[src/rtl/arch_cdc_stable_capture.sv]
// Stability qualifier for words coming out of a bit-wise CDC synchroniser array.
// A word is accepted once it holds for STABLE_CYCLES edges; each accepted change becomes a single-entry stream event.
module arch_cdc_stable_capture #(
    parameter int               WIDTH         = 2,
    parameter int               STABLE_CYCLES = 4,
    parameter logic [WIDTH-1:0] RESET_VALUE   = '0
) (
    input  logic             dst_clk,
    input  logic             dst_aresetn,
    input  logic [WIDTH-1:0] sync_data,
    output logic [WIDTH-1:0] stable_data,
    output logic             settling,
    output logic             m_tvalid,
    input  logic             m_tready,
    output logic [WIDTH-1:0] m_tdata,
    output logic             overrun,
    input  logic             clr_overrun
);
    localparam int            CW      = $clog2(STABLE_CYCLES + 1);
    localparam logic [CW-1:0] CNT_MAX = CW'(STABLE_CYCLES);
    localparam logic [CW-1:0] CNT_PRE = CW'(STABLE_CYCLES - 1);

    typedef enum logic {TRACK, STABLE} state_t;

    typedef struct packed {
        logic             vld;
        logic [WIDTH-1:0] data;
    } evt_t;

    logic [WIDTH-1:0] last_sample;
    logic [CW-1:0]    cnt;
    state_t           state;
    evt_t             evt;
    logic [WIDTH-1:0] diff;
    logic             same;
    logic             commit;
    logic             ovr_set;

    for (genvar i = 0; i < WIDTH; i++) begin : g_diff
        assign diff[i] = sync_data[i] ^ last_sample[i];
    end

    assign same    = ~|diff;
    // Commit on the edge that would saturate the counter, but only for a real change.
    assign commit  = same && (cnt == CNT_PRE) && (last_sample != stable_data);
    assign ovr_set = commit && evt.vld && !m_tready;

    assign settling = (state == TRACK);
    assign m_tvalid = evt.vld;
    assign m_tdata  = evt.data;

    always_ff @(posedge dst_clk or negedge dst_aresetn) begin
        if (!dst_aresetn) begin
            last_sample <= RESET_VALUE;
            cnt         <= '0;
            state       <= TRACK;
            stable_data <= RESET_VALUE;
            evt         <= '{vld: 1'b0, data: RESET_VALUE};
            overrun     <= 1'b0;
        end else begin
            if (!same) begin
                last_sample <= sync_data;
                cnt         <= '0;
                state       <= TRACK;
            end else if (cnt < CNT_MAX) begin
                cnt <= cnt + CW'(1);
                if (cnt == CNT_PRE) state <= STABLE;
            end

            if (commit) begin
                stable_data <= last_sample;
                evt         <= '{vld: 1'b1, data: last_sample};
            end else if (evt.vld && m_tready) begin
                evt.vld <= 1'b0;
            end

            // Set beats clear when both land on the same edge.
            overrun <= ovr_set | (overrun & ~clr_overrun);
        end
    end
endmodule

[config.mk]
export PLATFORM = sky130hd
export DESIGN_NAME = arch_cdc_stable_capture
export DESIGN_NICKNAME = d
export VERILOG_FILES = /design/src/rtl/arch_cdc_stable_capture.sv
export SDC_FILE = /design/constraint.sdc
export NUM_CORES = 1
export LEC_CHECK = 0
export CAP_MARGIN = 20
export CORE_AREA = 8 8 45 47
export CTS_CLUSTER_DIAMETER = 100
export DETAILED_ROUTE_END_ITERATION = 7
export DIE_AREA = 0 0 53 55
export PLACE_DENSITY_LB_ADDON = 0.15
export SLEW_MARGIN = 20
export SYNTH_ARGS = -nofsm -noshare
export SYNTH_HDL_FRONTEND = slang
export SYNTH_SLANG_ARGS = --single-unit
[constraint.sdc]
create_clock -name dst_clk -period 3.6 [get_ports dst_clk]
set_clock_uncertainty 0.15 [all_clocks]
set_input_delay 0.36 -clock dst_clk [delete_from_list [all_inputs] [get_ports dst_clk]]
set_output_delay 0.36 -clock dst_clk [all_outputs]
set_load 0.05 [all_outputs]
==> impl_metrics.py, run 1 <==
metrics = {
    "synthesis": {
        "synth_area_leaders": "dfrtp_1 (56%), xor2_1 (5.9%), ha_1 (5.6%)",
        "syn_avg_cell_area_sq_um": 11.69,
        "synth_fp_nets": 46,
        "yosys.area.top_type": "dfrtp_1",
        "yosys_warnings": 0,
        "ys_seq_area_share_pct": 56.34,
        "synth.top_cell.area_share_pct": 56.34,
        "syn_area_sq_um": 444.2,
        "ys_seq_elements": 10,
        "postSynthCellCount": 38,
        "synth.distinct_cells": 16,
    },
    "detailed_routing": {
        "firstDrtPassIters": 4,
        "wl_per_cell_microns": 12.70,
        "drc": 0,
        "routed-via-count": 302,
        "drtIter0Drc": 7,
        "vias_per_cell": 4.576,
        "antenna_left": 0,
        "totalWireLength_microns": 838,
    },
    "finish": {
        "final_common_cell": "clkdlybuf4s50_1",
        "layout-drive-gt1-share_pct": 10.00,
        "fill_cells": 134,
        "antenna-diode-count": 0,
        "final_cell_count_no_fill": 66,
        "final_nets": 59,
        "area.growth.synth_to_final_pct": 34.65,
        "final_cell_mix": "clkdlybuf4s50_1 (12), dfrtp_1 (10), nor2_1 (4)",
        "utilization_pct": 43.22,
    },
    "outcome": {
        "status": "finished, final reports clean",
    },
    "clock_tree": {
        "cts.clk_slew.worst_paths_ns": 0.07,
        "cts-resized-gates": 0,
        "cts_tree": "done",
        "htreeDepth": 1,
        "post_cts_buffers": 0,
        "clkSinkCount": 10,
        "clock_path_buffers": 2,
        "cts_root_buf": "clkbuf_4",
        "cts_buffers": 3,
        "ctsHoldBuffers": 0,
        "clk_latency_ns": 0.26,
    },
    "place": {
        "hpwlAfterDp_microns": 693.3,
        "dpl.cell_count": 62,
        "gp_congestion": 0.6276,
        "port_buffers": 12,
    },
    "floorplanning": {
        "die_h_microns": 55,
        "die_w_microns": 53,
        "core_area_sq_um": 1384,
        "start_util_pct": 32.10,
        "row_count": 14,
        "io_pins": 13,
        "dieArea_sq_um": 2915,
    },
    "worst_setup_path": {
        "end_kind": "output port",
        "crit_path_max_incr_delay_ns": 0.79,
        "r2r_end": "m_tdata[0]",
        "reg2reg_depth": 4,
        "r2r_slack_ns": 2.09,
        "cp_max_fo": 2,
        "arrival_ns": 1.50,
        "slowest_stage": "clkdlybuf4s50_1",
        "crit_path_start_kind": "flip-flop",
        "critPathKind": "reg -> out",
        "rr_startpoint": "cnt[0]",
        "cp_data_required_time_ns": 3.09,
        "path_cells": "inv_1 -> clkdlybuf4s50_1",
    },
    "sta": {
        "fin_tns_setup_ns": 0,
        "finalHoldViolations": 0,
        "relSlewSlack_pct": 66.28,
        "tightest_slew_ns": 0.5042,
        "fin_crit_ns": 2.009,
        "finalHoldWorstSlack_ns": 0.2518,
        "maxSlewViolCount": 0,
        "min_period_over_period_pct": 55.79,
        "rsz0062_at_grt": "no",
        "setup_violations": 0,
        "fmax_mhz": 497.9,
    },
    "global_routing": {
        "grt_use_total_pct": 7.174,
        "grt_max_degree": 11,
        "first_global_vias": 349,
        "grt_antenna_before_repair": 0,
        "grt.overflow.total": 0,
        "grt_pass1_wl_microns": 1442,
    },
    "pwr": {
        "leakage_nw": 0.2685,
        "cellPowerDensity_nw_per_um2": 489.7,
        "irDropWorstVdd_v": 0.0001410,
    },
    "worst_hold_path": {
        "hold_path.class": "in -> async",
    },
    "flow_run": {
        "drv_cap": 0,
    },
}
## metrics by stage
stage | cell area, sq um | setup WS [ns] | total power, mW
floorplan | 444.2 | 2.157 | 0.1746
global placement | 561.8 | 1.823 | 0.1943
detailed placement | 561.8 | 1.738 | 0.1965
CTS | 598.1 | 1.589 | 0.2971
global route | 598.1 | 1.540 | 0.3109
finish | 598.1 | 1.591 | 0.2929
## routing by layer
| metal | wire length, microns | global-route usage (%) | vias up |
|---|---|---|---|
| li1 | - | - | 143 |
| met1 | 292 | 6.094 | 147 |
| met2 | 452 | 12.30 | 10 |
| met3 | 79 | 4.278 | 2 |
| met4 | 13 | 5.172 | 0 |
| met5 | 0 | 0 | - |
## state kept, by name (all words and copies together), names as in the netlist
register,flops
cnt,3
last_sample,2
m_tdata,2
m_tvalid,1
overrun,1
state,1
## critical path, delay by kind of cell (launching register included)
| family | cells | cell delay [ns] |
|---|---|---|
| flip-flops | 1 | 0.39 |
| buffers and inverters | 2 | 0.84 |
## cells by family after synthesis
family,synth area share (%)
flip-flops,56.34
multiplexers,7.324
XOR/XNOR,9.861
buffers and inverters,7.605
AND/OR/NAND/NOR,7.887
AO/OA/AOI/OAI,5.351
adder cells (fa/ha/maj),5.633
## Yosys cell counts
cell / instances
mux2_1: 2
o21ai_0: 1
clkbuf_1: 2
dfrtp_1: 10
inv_1: 3
o32ai_1: 1
ha_1: 2
xor2_1: 3
nor2_1: 4
buf_4: 2
nand2b_1: 1
xnor2_1: 2
nand3_2: 1
mux2i_1: 1
a21oi_1: 2
nand2_1: 1
## worst max-delay path by stage
stage | end | slack [ns] | startpoint
2_1_floorplan | stable_data[0] | 2.16 | m_tdata[0]
3_3_place_gp | m_tdata[0] | 1.82 | sync_data[1]
3_5_place_dp | m_tdata[1] | 1.74 | sync_data[0]
4_1_cts | settling | 1.59 | state
5_1_grt | settling | 1.54 | state
6_report | settling | 1.59 | state
## where the power goes
part | switching (mW) | total, mW | internal [mW]
clock network | 0.0386 | 0.0999 | 0.0614
registers | 0.00677 | 0.126 | 0.120
logic | 0.0413 | 0.0667 | 0.0253
## final cells by class
class | count | area, sq um | share of cell area [%]
clock buffers | 4 | 36.28 | 6.067
inverters | 3 | 11.26 | 1.883
multi-input cells | 21 | 160.2 | 26.78
flip-flops and latches | 10 | 250.2 | 41.84
well taps | 16 | 20.02 | 3.347
repair buffers | 12 | 120.1 | 20.08
No activity file was read; power rests on OpenSTA's default activity.
==> inputs of run 2 (changes only) <==
==> constraint.sdc (replaced) <==
create_clock -name dst_clk -period 2 [get_ports dst_clk]
set_clock_uncertainty 0.15 [all_clocks]
set_input_delay 0.2 -clock dst_clk [delete_from_list [all_inputs] [get_ports dst_clk]]
set_output_delay 0.2 -clock dst_clk [all_outputs]
set_load 0.05 [all_outputs]
==> results of run 2 <==
Same layout as run 1 (identical final DEF). Status: finished, final reports clean.
Among the figures that moved: setup slack after placement 1.738 ns -> 0.2984 ns; setup slack after layout 1.591 ns -> 0.1514 ns; hold slack 0.2518 ns -> 0.09183 ns; register-to-register setup slack 2.09 ns -> 0.49 ns; total power 0.2929 mW -> 0.5272 mW; worst IR drop on VDD 0.0001410 V -> 0.0002538 V
==> inputs of run 3 (changes only) <==
--- a/config.mk
+++ b/config.mk
@@ -10,7 +10,7 @@
 export CTS_CLUSTER_DIAMETER = 100
 export DETAILED_ROUTE_END_ITERATION = 7
 export DIE_AREA = 0 0 53 55
-export PLACE_DENSITY_LB_ADDON = 0.15
+export PLACE_DENSITY = 0.62
 export SLEW_MARGIN = 20
 export SYNTH_ARGS = -nofsm -noshare
 export SYNTH_HDL_FRONTEND = slang
==> impl_metrics.py, run 3 (synthesized netlist as in run 1, its figures left out) <==
metrics = {
    "outcome": {
        "status": "finished, final reports clean",
    },
    "clock_tree": {
        "post_cts_buffers": 0,
        "htreeDepth": 1,
        "cts.clk_slew.worst_paths_ns": 0.07,
        "ctsHoldBuffers": 0,
        "clk_latency_ns": 0.27,
        "cts_tree": "done",
        "cts_root_buf": "clkbuf_4",
        "cts_buffers": 3,
        "clock_path_buffers": 2,
        "cts-resized-gates": 0,
        "clkSinkCount": 10,
    },
    "worst_setup_path": {
        "crit_end": "stable_data[1]",
        "crit_path_start_kind": "flip-flop",
        "rr_startpoint": "cnt[0]",
        "r2r_slack_ns": 0.49,
        "critPathKind": "reg -> out",
        "critPathTopFamily": "buffers and inverters",
        "arrival_ns": 1.49,
        "cp_max_fo": 4,
        "path_cells": "clkdlybuf4s50_1",
        "path_buf_inv": 1,
        "slowest_stage": "clkdlybuf4s50_1",
        "reg2reg_depth": 4,
        "r2r_end": "m_tdata[0]",
        "crit_path_max_incr_delay_ns": 0.82,
        "end_kind": "output port",
        "cp_num_cells": 1,
        "cp_data_required_time_ns": 1.65,
        "startpoint": "m_tdata[1]",
    },
    "place": {
        "port_buffers": 12,
        "gp_congestion": 0.6276,
        "dpl.cell_count": 62,
    },
    "detailed_routing": {
        "totalWireLength_microns": 818,
        "firstDrtPassIters": 2,
        "routed-via-count": 291,
        "antenna_left": 0,
        "vias_per_cell": 4.409,
        "wl_per_cell_microns": 12.39,
        "drc": 0,
        "drtIter0Drc": 5,
    },
    "sta": {
        "min_period_over_period_pct": 92.04,
        "finalHoldViolations": 0,
        "tightest_slew_ns": 0.4980,
        "setup_violations": 0,
        "maxSlewViolCount": 0,
        "relSlewSlack_pct": 66.70,
        "rsz0062_at_grt": "no",
        "fin_tns_setup_ns": 0,
        "fmax_mhz": 543.3,
        "fin_crit_ns": 1.841,
    },
    "pwr": {
        "clkPwrFrac_pct": 34.6,
        "power_uw": 529.1,
        "leakage_nw": 0.2685,
        "cellPowerDensity_nw_per_um2": 884.7,
        "seqPwrFrac_pct": 42.9,
        "combPwrFrac_pct": 22.5,
        "irDropWorstVdd_v": 0.0004491,
        "switching_power_uw": 158.1,
        "sw_frac_of_total_pct": 29.89,
        "intPower_uw": 371.0,
    },
    "floorplanning": {
        "die_w_microns": 53,
        "start_util_pct": 32.10,
        "io_pins": 13,
        "row_count": 14,
        "die_h_microns": 55,
        "core_area_sq_um": 1384,
        "dieArea_sq_um": 2915,
    },
    "flow_run": {
        "drv_cap": 0,
    },
    "global_routing": {
        "grt_use_total_pct": 6.443,
        "grt_pass1_wl_microns": 1304,
        "grt_antenna_before_repair": 0,
        "first_global_vias": 315,
        "grt_max_degree": 11,
        "grt.overflow.total": 0,
    },
    "finish": {
        "largest_reg_flops": 3,
        "layout-drive-gt1-share_pct": 10.00,
        "antenna-diode-count": 0,
        "final_common_cell": "clkdlybuf4s50_1",
        "final_cell_count_no_fill": 66,
        "top_register": "cnt",
        "area.growth.synth_to_final_pct": 34.65,
        "utilization_pct": 43.22,
        "final_nets": 59,
        "final_cell_mix": "clkdlybuf4s50_1 (12), dfrtp_1 (10), nor2_1 (4)",
    },
    "worst_hold_path": {
        "hold_path.class": "in -> async",
    },
}
run 3: worst reg2reg max path, cell delays in order, from the launching register on:
cell and delay (ns):
dfrtp_1 0.40, ha_1 0.21, ha_1 0.21, nand3_2 0.11, mux2_1 0.32
run 3: power by group through the flow:
| stage | sequential, mW | combinational, mW | clock (mW) |
|---|---|---|---|
| 5_1_grt | 0.229 | 0.128 | 0.203 |
| 6_report | 0.227 | 0.119 | 0.183 |
| 4_1_cts | 0.227 | 0.121 | 0.191 |
| 2_1_floorplan | 0.253 | 0.0614 | 0 |
| 3_5_place_dp | 0.231 | 0.121 | 0 |
| 3_3_place_gp | 0.231 | 0.120 | 0 |
run 3: area by class of cell:
cell class	count	area, sq um
Timing Repair Buffer	12	120.1
Inverter	3	11.26
Clock buffer	4	36.28
Fill cell	158	785.8
Multi-Input combinational cell	21	160.2
Sequential cell	10	250.2
Tap cell	16	20.02
run 3: per-stage QoR:
step	setup WS (ns)	hold WS, ns	instance area, sq um
2_1_floorplan	0.5756	-0.2456	444.2
3_3_place_gp	0.3295	0.3330	561.8
3_5_place_dp	0.3492	0.3438	561.8
4_1_cts	0.1385	0.1084	598.1
5_1_grt	0.1066	0.1384	598.1
6_report	0.1593	0.1064	598.1
run 3: worst min-delay path by stage:
stage                     endpoint   startpoint  slack (ns)
after detailed placement     state        state        0.34
after global placement       state        state        0.33
after global routing       overrun  dst_aresetn        0.14
after floorplan             cnt[0]  dst_aresetn       -0.25
after CTS                 m_tvalid  dst_aresetn        0.11
final                     m_tvalid  dst_aresetn        0.11
run 3: metal layers:
| metal | GRT usage (%) | vias up | part of all wire, % |
|---|---|---|---|
| li1 | - | 144 | - |
| met1 | 6.677 | 135 | 50 |
| met2 | 9.570 | 12 | 39 |
| met3 | 2.674 | 0 | 10 |
| met4 | 6.466 | 0 | 0 |
| met5 | 0 | - | 0 |
